--- src/rtl/hazard_unit_pkg.sv ---
// Shared pipeline definitions for the hazard unit.
//   hu_state_e : hazard FSM state encoding (RUN=0, MUL_WAIT=1)
//   REG_AW     : register-address width
//   CNT_W      : multiply wait-counter width (covers MUL_LAT up to 15)
`timescale 1ns/1ps
package hazard_unit_pkg;

    localparam int unsigned REG_AW = 5;
    localparam int unsigned CNT_W  = 4;

    typedef enum logic {
        RUN      = 1'b0,
        MUL_WAIT = 1'b1
    } hu_state_e;

endpackage

--- src/rtl/hazard_unit.sv ---
// Pipeline hazard unit: stall/flush control for memory waits, taken
// redirects, multi-cycle multiplies and load-use hazards.
// Ports:
//   clk, rst (async, active-low)
//   id_rs1/id_rs2, id_useRa/id_useRb     : ID-stage source operands
//   ex_rd, ex_memRead, ex_regW, ex_mul   : ID/EX register contents
//   ex_redirect                          : taken branch/jump in EX
//   mem_busy                             : data-memory wait
//   stall_pc/ifid/idex/exmem             : per-stage hold requests
//   flush_ifid/idex/exmem                : per-stage bubble requests
//   mul_busy, mul_done                   : multiply wait status
// All outputs are combinational from inputs and state; only state and
// the wait counter are registered.
`timescale 1ns/1ps
module hazard_unit
    import hazard_unit_pkg::*;
#(
    parameter int unsigned MUL_LAT = 4
) (
    input  logic              clk,
    input  logic              rst,
    input  logic [REG_AW-1:0] id_rs1,
    input  logic [REG_AW-1:0] id_rs2,
    input  logic              id_useRa,
    input  logic              id_useRb,
    input  logic [REG_AW-1:0] ex_rd,
    input  logic              ex_memRead,
    input  logic              ex_regW,
    input  logic              ex_mul,
    input  logic              ex_redirect,
    input  logic              mem_busy,
    output logic              stall_pc,
    output logic              stall_ifid,
    output logic              stall_idex,
    output logic              stall_exmem,
    output logic              flush_ifid,
    output logic              flush_idex,
    output logic              flush_exmem,
    output logic              mul_busy,
    output logic              mul_done
);

    // Cycles left after the detection cycle and the final (done) cycle.
    localparam logic [CNT_W-1:0] MUL_INIT =
        (MUL_LAT >= 2) ? CNT_W'(MUL_LAT - 2) : '0;

    hu_state_e        state_q, state_d;
    logic [CNT_W-1:0] cnt_q, cnt_d;
    logic             load_use;

    // State and wait-counter registers.
    always_ff @(posedge clk or negedge rst) begin
        if (!rst) begin
            state_q <= RUN;
            cnt_q   <= '0;
        end else begin
            state_q <= state_d;
            cnt_q   <= cnt_d;
        end
    end

    // Next state and stall/flush decode, highest priority first.
    always_comb begin
        state_d     = state_q;
        cnt_d       = cnt_q;
        stall_pc    = 1'b0;
        stall_ifid  = 1'b0;
        stall_idex  = 1'b0;
        stall_exmem = 1'b0;
        flush_ifid  = 1'b0;
        flush_idex  = 1'b0;
        flush_exmem = 1'b0;
        mul_done    = 1'b0;
        mul_busy    = (state_q == MUL_WAIT);

        load_use = ex_memRead && ex_regW && (ex_rd != '0) &&
                   ((id_useRa && (id_rs1 == ex_rd)) ||
                    (id_useRb && (id_rs2 == ex_rd)));

        if (mem_busy) begin
            // Whole pipe frozen; state and counter hold.
            stall_pc    = 1'b1;
            stall_ifid  = 1'b1;
            stall_idex  = 1'b1;
            stall_exmem = 1'b1;
        end else if (state_q == MUL_WAIT) begin
            // ID is held and EX holds the multiply: redirect/load-use moot.
            if (cnt_q != '0) begin
                stall_pc    = 1'b1;
                stall_ifid  = 1'b1;
                stall_idex  = 1'b1;
                flush_exmem = 1'b1;
                cnt_d       = cnt_q - CNT_W'(1);
            end else begin
                mul_done = 1'b1;
                state_d  = RUN;
            end
        end else if (ex_redirect) begin
            flush_ifid = 1'b1;
            flush_idex = 1'b1;
        end else if (ex_mul) begin
            if (MUL_LAT >= 2) begin
                stall_pc    = 1'b1;
                stall_ifid  = 1'b1;
                stall_idex  = 1'b1;
                flush_exmem = 1'b1;
                cnt_d       = MUL_INIT;
                state_d     = MUL_WAIT;
            end else begin
                mul_done = 1'b1;
            end
        end else if (load_use) begin
            stall_pc   = 1'b1;
            stall_ifid = 1'b1;
            flush_idex = 1'b1;
        end
    end

endmodule

--- config.mk ---
export PLATFORM = sky130hd
export DESIGN_NAME = hazard_unit
export DESIGN_NICKNAME = d
export VERILOG_FILES = /design/src/rtl/hazard_unit_pkg.sv /design/src/rtl/hazard_unit.sv
export SDC_FILE = /design/constraint.sdc
export NUM_CORES = 1
export LEC_CHECK = 0
export BUFFER_PORTS_ARGS = -buffer_cell sky130_fd_sc_hd__buf_2
export CAP_MARGIN = 20
export CORE_MARGIN = 2
export CORE_UTILIZATION = 30
export CTS_BUF_LIST = sky130_fd_sc_hd__clkbuf_8
export DETAILED_ROUTE_END_ITERATION = 6
export HOLD_SLACK_MARGIN = 0.02
export SLEW_MARGIN = 30
export SYNTH_ARGS = -nofsm -noshare
export SYNTH_HDL_FRONTEND = slang
export SYNTH_SLANG_ARGS = --single-unit
--- constraint.sdc ---
create_clock -name clk -period 2.4 [get_ports clk]
set_clock_uncertainty 0.05 [all_clocks]
set_input_delay 0.36 -clock clk [delete_from_list [all_inputs] [get_ports clk]]
set_output_delay 0.36 -clock clk [all_outputs]
set_load 0.05 [all_outputs]
==> qor.txt <==
Fraction of final layout cells with drive strength greater than 1 -> 45.6%
FP Rows -> 14
TritonCTS clock tree -> done
Number of global-route vias before repair -> 479
Total cell area at the placement stage -> 652 µm²
Gpl congestion -> 0.746
Source-to-sink clock delay at the later pin of the worst-skew pair -> 0.22 ns
Net count after synthesis -> 79
Final total power -> 704 µW
Switch Pwr -> 337 µW
Slew Limit Fails -> 0
Number of H-tree levels -> 1
Number of antenna violations at the first check in global routing -> 0
First-pass DRT Iterations -> 3
Power Internal -> 367 µW
Die X -> 43.4 µm
Worst setup SP type -> register
Overall routed net length -> 1.14 mm
Finished Cell Area -> 707 µm²
Die H -> 43.4 µm
Arrival time of the worst setup path -> 1.80 ns
Routed via count -> 523
Proportion of power drawn by the clock network -> 21.2%
R2R Path Start -> cnt_q[0]
Worst R2R End -> cnt_q[1]
Synthesis-stage register bit count -> 5
Maximum number of pins on one net before global-route repair -> 10
Area of the die -> 1880 µm²
Ports placed on the boundary -> 33
Grt total ovfl -> 0
Worst-case register-to-register setup slack -> 0.90 ns
YS warnings -> 0
Worst Hold Class -> in2reg
Tightest Pin Transition -> 0.300 ns
Critical path capture point type -> output pin
Ratio of final minimum period to clock period -> 91.9%
Worst vdd rail ir drop -> 0.561 mV
Leakage dissipation -> 0.346 nW
Total clock buffers created by CTS -> 3
Status -> complete, no violations
Max-cap check violation count -> 0
Initial Util -> 31.6%
Final Critical Period -> 2.21 ns
Number of sinks on the clock net -> 5
Placed wire-length estimate -> 957 µm
Total global-route track usage -> 14.0%
Peak fanout along the critical path -> 4
Number of routed nets with antenna violations -> 0
Fmax -> 453 MHz
Area of the mapped netlist -> 465 µm²
Setup repair after global routing missed its margin -> false
Total number of nets in the final design -> 116
Area added between synthesis and finish -> 51.9%
Setup TNS after final layout -> 0 ns
Port Buffer Count -> 32
Wire length per cell -> 10.8 µm
Share of the core filled with cells in the final layout -> 48.0%
Power density over cell area -> 996 nW/µm²
Number of distinct library cells after synthesis -> 25
Final routed DRC violation total -> 0
Share of synthesized area occupied by flip-flops and latches -> 26.9%
End point of the critical path -> stall_ifid
Number of failing setup endpoints in the final timing report -> 0
Synthesized instance count -> 54
Clock root buffer master -> clkbuf_8
Wire length of the first global-routing pass -> 1.90 mm
Number of violations reported at the end of detailed-routing iteration 0 -> 3
Maximum number of buffers from clock root to sink -> 2
Worst setup startpoint -> cnt_q[0]
Number of diodes added for antenna fixing -> 0
Placeable core region -> 1470 µm²
Share of power burned in combinational logic -> 56.0%
Clock-pin slew of the registers on the worst-case setup and hold paths -> 0.03 ns
Data required time of the critical path -> 1.99 ns
Slew headroom -> 80.0%
Average cell area after synthesis -> 8.62 µm²
Post-layout instance count excluding filler cells -> 106
Sequential Power Share -> 22.8%
Switching share of power -> 47.9%
Number of failing hold endpoints at the final stage -> 0
R2R cell count -> 6
Critical path type -> reg2out
Number of gates given a new drive strength after cts -> 0
Number of vias per cell after detailed routing -> 4.93
Placed insts -> 101
-- logic make-up after synthesis --
family,share of synthesized area (%)
simple gates,23.7
compound gates,19.4
xor+xnor,18.8
buf+inv,6.45
flops,26.9
mux,2.15
fa+ha+maj,2.69
-- state kept, by name, indices dropped and copies added, names as in the netlist --
signal    count
cnt_q         4
mul_busy      1
-- per-stage QoR --
step           worst slack [ns]  hold slack [ns]
6_report                  0.194            0.392
5_1_grt                  0.0318            0.422
4_1_cts                   0.179            0.399
3_5_place_dp              0.287            0.128
3_3_place_gp              0.307            0.127
2_1_floorplan            -0.145           0.0144
-- cells in the mapped netlist (all sizes together) --
cell | number | share of area [%]
o31ai | 1 | 1.6
o21bai | 1 | 1.6
ha | 1 | 2.7
a32oi | 1 | 1.9
mux2i | 1 | 2.2
xor2 | 8 | 15
nand2 | 2 | 1.6
a21oi | 3 | 3.2
nor4 | 3 | 4.0
nor3b | 3 | 4.8
nand2b | 2 | 2.7
o21ai | 4 | 4.3
dfrtp | 5 | 27
a2bb2oi | 1 | 1.9
or4 | 1 | 2.4
inv | 4 | 3.2
o2111ai | 1 | 3.2
xnor2 | 2 | 3.8
nand3b | 1 | 1.6
a21o | 1 | 1.6
or3 | 2 | 2.7
nor2 | 3 | 2.4
buf | 2 | 3.2
and2 | 1 | 1.3
-- area by class of cell --
| cell class | instances | area (µm²) |
|---|---|---|
| fillers | 142 | 764 |
| repair buffers | 34 | 178 |
| flip-flops and latches | 5 | 125 |
| multi-input cells | 43 | 324 |
| inverters | 4 | 15.0 |
| clock inverters | 1 | 3.75 |
| clock buffers | 3 | 41.3 |
| well taps | 16 | 20.0 |
-- worst max-delay path, stage by stage (launching register included) --
cell and delay [ns]:
dfrtp_1 0.36, inv_1 0.09, ha_1 0.22, nor3b_1 0.26
mux2i_1 0.11, nor2_1 0.21, o31ai_2 0.11, buf_2 0.22
-- per-layer routing --
layer	GRT usage (%)	vias to the layer above	wire length, µm
li1	-	263	-
met1	16.8	229	486
met2	21.2	29	515
met3	5.00	2	126
met4	9.09	0	14
met5	0	-	0
-- cells in the final DEF, fill, tap and decap left out, types with 2 or more instances in the layout --
master / n
nor2_1: 3
inv_1: 5
dfrtp_1: 5
nand2b_1: 2
nor3b_1: 2
buf_2: 32
nor4_1: 3
clkbuf_8: 3
or3_1: 2
o21ai_0: 3
xor2_1: 8
a21oi_1: 3
nand2_1: 2
xnor2_1: 2
-- power by group through the flow --
stage / clock network (mW) / registers [mW] / logic, mW
6_report: 0.150 / 0.160 / 0.394
5_1_grt: 0.158 / 0.168 / 0.435
4_1_cts: 0.152 / 0.161 / 0.398
3_5_place_dp: 0 / 0.162 / 0.395
3_3_place_gp: 0 / 0.162 / 0.390
2_1_floorplan: 0 / 0.185 / 0.276
-- timing repair --
item / in CTS / in global routing
endpoints found under the hold margin: 5 / 0
hold buffers: 1 / 0
setup buffers: 0 / 0
setup endpoints to repair: 0 / 0
-- worst min path at each step --
stage             start  endpoint  slack, ns  cells after the start
2_1_floorplan       rst  cnt_q[0]       0.01                      0
3_3_place_gp        rst  cnt_q[2]       0.13                      1
3_5_place_dp        rst  cnt_q[2]       0.13                      1
4_1_cts        mem_busy  mul_busy       0.40                      2
5_1_grt        mem_busy  mul_busy       0.42                      2
6_report       mem_busy  mul_busy       0.39                      2
No activity file was read; power rests on OpenSTA's default activity.
